## src/rtl/skid_buff.sv

```systemverilog
// skid_buff: two-entry registered valid/ready pipeline buffer (main + skid register)
// with synchronous flush; IN_READY and Y_VALID decode from registered state only.
module skid_buff #(
   parameter int N      = 32,
   parameter int DPFLAG = 1,
   parameter     GROUP  = "dpath1",
   parameter int d_Y    = 1
) (
   input  logic         CLK,
   input  logic         RST,
   input  logic         FLUSH,
   input  logic [N-1:0] IN0,
   input  logic         IN_VALID,
   output logic         IN_READY,
   output logic [N-1:0] Y,
   output logic         Y_VALID,
   input  logic         Y_READY,
   output logic [1:0]   OCC
);
   typedef enum logic [1:0] {EMPTY = 2'd0, ONE = 2'd1, TWO = 2'd2} state_t;
   state_t       r_state, w_next;
   logic [N-1:0] r_y, r_skid;
   logic         w_accept, w_deliver, w_load_y, w_y_from_skid, w_load_skid, w_unused;
   // Layout-only parameters are folded here so they are referenced but carry no logic.
   assign w_unused  = (DPFLAG != 0) ^ (|GROUP) ^ (d_Y != 0);
   assign IN_READY  = r_state != TWO;
   assign Y_VALID   = r_state != EMPTY;
   assign OCC       = r_state;
   assign Y         = r_y;
   assign w_accept  = IN_VALID && IN_READY;
   assign w_deliver = Y_VALID && Y_READY;
   always_comb begin
      w_next        = r_state;
      w_load_y      = 1'b0;
      w_y_from_skid = 1'b0;
      w_load_skid   = 1'b0;
      case (r_state)
         EMPTY: begin
            w_next   = w_accept ? ONE : EMPTY;
            w_load_y = w_accept;
         end
         ONE: begin
            w_next      = (w_accept && !w_deliver) ? TWO : (!w_accept && w_deliver) ? EMPTY : ONE;
            w_load_y    = w_accept && w_deliver;
            w_load_skid = w_accept && !w_deliver;
         end
         TWO: begin
            w_next        = w_deliver ? ONE : TWO;
            w_load_y      = w_deliver;
            w_y_from_skid = 1'b1;
         end
         default: w_next = EMPTY;
      endcase
   end
   // Flush empties the buffer but leaves the data registers untouched.
   always_ff @(posedge CLK) begin
      if (RST) begin
         r_state <= EMPTY;
         r_y     <= '0;
         r_skid  <= '0;
      end else if (FLUSH) begin
         r_state <= EMPTY;
      end else begin
         r_state <= w_next;
         if (w_load_y) r_y <= w_y_from_skid ? r_skid : IN0;
         if (w_load_skid) r_skid <= IN0;
      end
   end
endmodule

```

## config.mk

```make
export PLATFORM = sky130hd
export DESIGN_NAME = skid_buff
export DESIGN_NICKNAME = d
export VERILOG_FILES = /design/src/rtl/skid_buff.sv
export SDC_FILE = /design/constraint.sdc
export NUM_CORES = 1
export LEC_CHECK = 0
export CAP_MARGIN = 15
export CELL_PAD_IN_SITES_DETAIL_PLACEMENT = 0
export CELL_PAD_IN_SITES_GLOBAL_PLACEMENT = 1
export CORE_MARGIN = 8
export CORE_UTILIZATION = 30
export DETAILED_ROUTE_END_ITERATION = 6
export GPL_TIMING_DRIVEN = 0
export PLACE_DENSITY = 0.63
export SYNTH_ARGS = -nofsm -noshare
export SYNTH_HDL_FRONTEND = slang
export SYNTH_SLANG_ARGS = --single-unit
```

## constraint.sdc

```tcl
create_clock -name CLK -period 5.45 [get_ports CLK]
set_clock_uncertainty 0.15 [all_clocks]
set_input_delay 1.09 -clock CLK [delete_from_list [all_inputs] [get_ports CLK]]
set_output_delay 1.09 -clock CLK [all_outputs]
set_load 0.05 [all_outputs]
```

# [Word level (Yosys, flattened, before mapping)]
# Cells that the tools add are included.
[word_totals] ff_bits=66 in_bits=37 output_inout_bits=36 elab_cells=28
[classes] n_eq_ne=3 muxes=9 bitwise=1 n_reduce_logical=12
[ops] op="$mux W32" count=1
[ops] op="$pmux W2 S3" count=1
[ops] op="$logic_and A1 B1 Y1" count=5
[ops] op="$mux W1" count=4
[ops] op="$mux W2" count=2
[ops] op="$reduce_and A2 Y1" count=2
[ops] op="$pmux W1 S3" count=1
[ops] op="$eq A2 B1 Y1 const B" count=1
[ops] op="$eq A2 B2 Y1 const B" count=1
[ops] op="$logic_not A1 Y1" count=2
[ops] op="$logic_not A2 Y1" count=1
[ops] op="$ne A2 B2 Y1 const B" count=1
[ops] op="$reduce_bool A2 Y1" count=1
[ops] op="$reduce_or A2 Y1" count=1
[ops] op="$not A1 Y1" count=1

# [Logic depth before layout (Yosys ltp)]
[logic_depth] word_depth=7 depth_mapped=10 depth_no_buf=7

# [Worst setup path after synthesis]
# OpenSTA, ideal clock, no wires.
[synth_path] path_type="register to register" start="register r_state[0] (netlist: OCC[0])" end="register r_y[20] (netlist: Y[20])" setup_ps=81 arrival_ps=2428 required_time_ps=5219 slack_ps=2791 path_stages_with_launch=11 n_path_buf=4 period_less_slack_ps=2659 path_cell_list="dfxtp_1 -> nand2b_1 -> buf_6 -> buf_4 -> and2_1 -> ha_1 -> and4bb_1 -> buf_6 -> buf_2 -> a211oi_2 -> a211oi_2"
[synth_via] elab_chain_len=5 elab_cells_between_ends=12 cone_classes="eq/ne: 3; mux: 3; reduce/logical: 6"
[synth_lines] element="start: declaration" line_no="21" rtl="state_t r_state, w_next;"
[synth_lines] element="start signal: assignment" line_no="64" rtl="r_state <= w_next;"
[synth_lines] element="$ne A2 B2 Y1 *" line_no="26" rtl="assign IN_READY = r_state != TWO;"
[synth_lines] element="net IN_READY" line_no="14" rtl="output logic IN_READY,"
[synth_lines] element="$logic_and A1 B1 Y1 *" line_no="30" rtl="assign w_accept = IN_VALID && IN_READY;"
[synth_lines] element="$logic_and A1 B1 Y1" line_no="44" rtl="w_load_y = w_accept && w_deliver;"
[synth_lines] element="$pmux W1 S3 *" line_no="37" rtl="case (r_state)"
[synth_lines] element="$reduce_and A2 Y1 (no source line) *"
[synth_lines] element="end signal: assignment" line_no="65" rtl="if (w_load_y) r_y <= w_y_from_skid ? r_skid : IN0;"
[synth_lines] element="end: declaration" line_no="22" rtl="logic [N-1:0] r_y, r_skid;"
# The timed path passes the listed nets; every way through them passes the cells marked *.
# A chain may end at the register's enable or synchronous reset.

# [Worst setup path in the final report]
[layout_path] start="register r_state[0] (netlist: OCC[0])" end="output IN_READY"
[layout_via] elab_chain_len=1
[layout_lines] element="$ne A2 B2 Y1" line_no="26"
[layout_lines] element="end: declaration" line_no="14"
# No other way between the ends.

==> metrics.md <==
| Metric | Value |
|---|---|
| Final WL | `8821 microns` |
| Arrival time at the worst endpoint | `around 2200 ps` |
| Iteration-0 DRC Markers | `between 100 and 150` |
| Post-Syn Instances | `310` |
| Seq pwr share | `0.456` |
| Commonest cells in the netlist | `dfxtp_1 (66), nand2_1 (64), a211oi_2 (40)` |
| Clk_lat worst skew | `330 ps` |
| Fraction of layout cells with a size suffix above 1 | `0.2000` |
| Worst setup SP type | `flop` |
| CP Data Required Time | `approximately 4200 ps` |
| Logic pwr share | `0.204` |
| Ports | `73` |
| Crit path max fanout | `10` |
| Post-DR wirelength/cell | `16.61 microns` |
| Antenna cells | `0` |
| Clock power share | `0.340` |
| Worst setup EP type | `output pin` |
| Die area | `around 0.014 sq mm` |
| Initial core utilization | `0.3030` |
| Peak supply drop | `~0.11 mV` |
| Synth area leaders | `dfxtp_1 (43%), a211oi_2 (16%), mux2i_1 (10%), nand2_1 (7.8%), a211oi_1 (5.9%)` |
| Yosys top cell area share | `0.4301` |
| DP HPWL | `5990 microns` |
| Status | `complete, no violations` |
| Final Wtd Congestion | `0.7290` |
| Fin nets | `431` |
| Drt via density | `around 4.8` |
| Post-synthesis cell area | `around 0.003 sq mm` |
| Crit share post-route | `0.6297` |
| Synth Register Bits | `66` |
| Largest net degree at the start of global routing | `11` |
| Hold_buf cts | `0` |
| Clock buffer depth | `2` |
| RSZ-0062 raised after global routing | `no` |
| Worst-margin pin slew | `788.3 ps` |
| Register area share after synthesis | `0.4301` |
| Slew HR | `0.4745` |
| First-pass GRT wire length | `13610 microns` |
| Tmin final | `3432 ps` |
| IO Port Bufs | `slightly above 70` |
| Reg clk slew, reported paths | `approximately 70 ps` |
| Worst Setup Path Type | `flop to output pin` |
| Post-synth EDFFs | `0` |
| Post-route setup TNS | `0 ps` |
| Total Power | `0.001132 W` |
| Maximum clock frequency | `291.4 MHz` |
| Post CTS Setup Buffer Count | `0` |
| Internal power | `0.0007927 W` |
| Syn Nets | `349` |
| Clk root buf | `clkbuf_8` |
| Most frequent cell after synthesis | `dfxtp_1` |
| DRC viols | `0` |
| Worst reg-to-reg setup slack | `between 2000 and 3000 ps` |
| Via count | `2555` |
| Type of the worst min-delay path | `flop to flop` |
| Die Width | `around 120 microns` |
| Clock Sinks | `66` |
| Remaining Overflow, GRT | `0` |
| Ys Warns | `0` |
| Std-Cell Rows | `37` |
| Post-Syn Area per Cell | `between 9 and 10 sq um` |
| Library cells used by synthesis | `26` |
| Synth Flop Type | `dfxtp_1` |
| H-tree levels | `3` |
| Die height | `~120 microns` |
| DRT antenna net count | `0` |
| R2R depth | `10` |
| Final core occ | `0.4074` |
| Sw frac | `0.2996` |
| Max-slew violations | `0` |
| CTS resizes | `0` |
| Worst Hold Depth | `2` |
| Max-cap violations | `0` |
| Initial DRT Pass Iterations | `4` |
| Setup Viol. Count Final | `0` |
| Synth-to-layout area growth | `34.46%` |
| Synth area leader | `dfxtp_1` |
| Total GRT Usage | `0.1320` |
| CTS tree | `done` |
| Switching power | `approximately 0.00034 W` |
| Vias in the first global route | `about 2500` |
| Leak Pwr | `1.579 nW` |
| Core area | `0.01014 sq mm` |
| Initial antenna violation count | `0` |
| Final Hold Fails | `0` |
| Pwr Density | `274.0 mW/mm^2` |
| FFs w/ async S/R, synth | `0` |
| Cts bufs inserted | `9` |
==> metal layers <==
metal	share of wire	GRT usage	vias up
met4	0.013	0.05631	0
met2	0.45	0.2102	53
met3	0.062	0.03694	8
met5	0	0	-
li1	-	-	1279
met1	0.47	0.1633	1215
==> cell usage in the layout, fill, tap and decap left out, drive strengths merged, types with 2 or more instances in the layout <==
master         Yosys  routed
inv                2       2
a21oi             33      33
clkdlybuf4s50      0      71
ha                 2       2
a211oi            64      64
buf               23      23
nand2             64      64
clkbuf             9      21
and2               2       2
mux2i             32      32
nor3               2       2
dfxtp             66      66
==> final timing paths <==
path | endpoint | from
hold / removal | r_skid[12] | r_skid[12]
setup reg to reg | r_skid[17] | OCC[0]
setup / recovery | IN_READY | OCC[0]
hold reg to reg | r_skid[12] | r_skid[12]
==> state kept, by name, indices dropped and copies added, names as in the netlist <==
| register | count |
|---|---|
| OCC | 2 |
| r_skid | 32 |
| Y | 32 |
==> per-stage QoR <==
stage / instances / area [sq um] / setup WS, ps / hold WS, ps
final: 531 / 4130 / 2018 / 302.4
after global routing: 531 / 4130 / 1879 / 321.0
after CTS: 531 / 4130 / 1973 / 305.8
after detailed placement: 517 / 3953 / 2179 / 295.8
after global placement: 517 / 3953 / 2240 / 292.0
after floorplan: 310 / 3072 / 2791 / 285.7
==> cells by family (layout without fill, tap and decap cells) <==
family / Yosys count / in the layout / share of synthesized area
AO/OA/AOI/OAI: 99 / 99 / 0.2827
AND/OR/NAND/NOR: 76 / 76 / 0.1067
flip-flops: 66 / 66 / 0.4301
buffers and inverters: 34 / 119 / 0.06313
multiplexers: 33 / 33 / 0.1092
adder cells (fa/ha/maj): 2 / 2 / 0.008145
==> worst max-delay path: stages (launching register included) <==
cell and delay (ps):
dfxtp_1 480, nand2b_1 170, buf_6 150, buf_4 220, clkdlybuf4s50_1 830
==> layout make-up <==
cell class / instances / area, sq um
Fill cell: 1033 / 6008
Multi-Input combinational cell: 210 / 1556
Sequential cell: 66 / 1321
Timing Repair Buffer: 71 / 710.7
Buffer: 32 / 186.4
Tap cell: 136 / 170.2
Clock buffer: 12 / 165.2
Clock inverter: 2 / 12.51
Inverter: 2 / 7.507
==> power groups by stage <==
stage,Combinational (W),Sequential (W),Clock (W)
2_1_floorplan,0.0000863,0.000585,0
3_3_place_gp,0.000232,0.000527,0
3_5_place_dp,0.000233,0.000527,0
4_1_cts,0.000234,0.000516,0.000395
5_1_grt,0.000245,0.000518,0.000415
6_report,0.000231,0.000516,0.000385
Power figures use the tool's default switching activity.
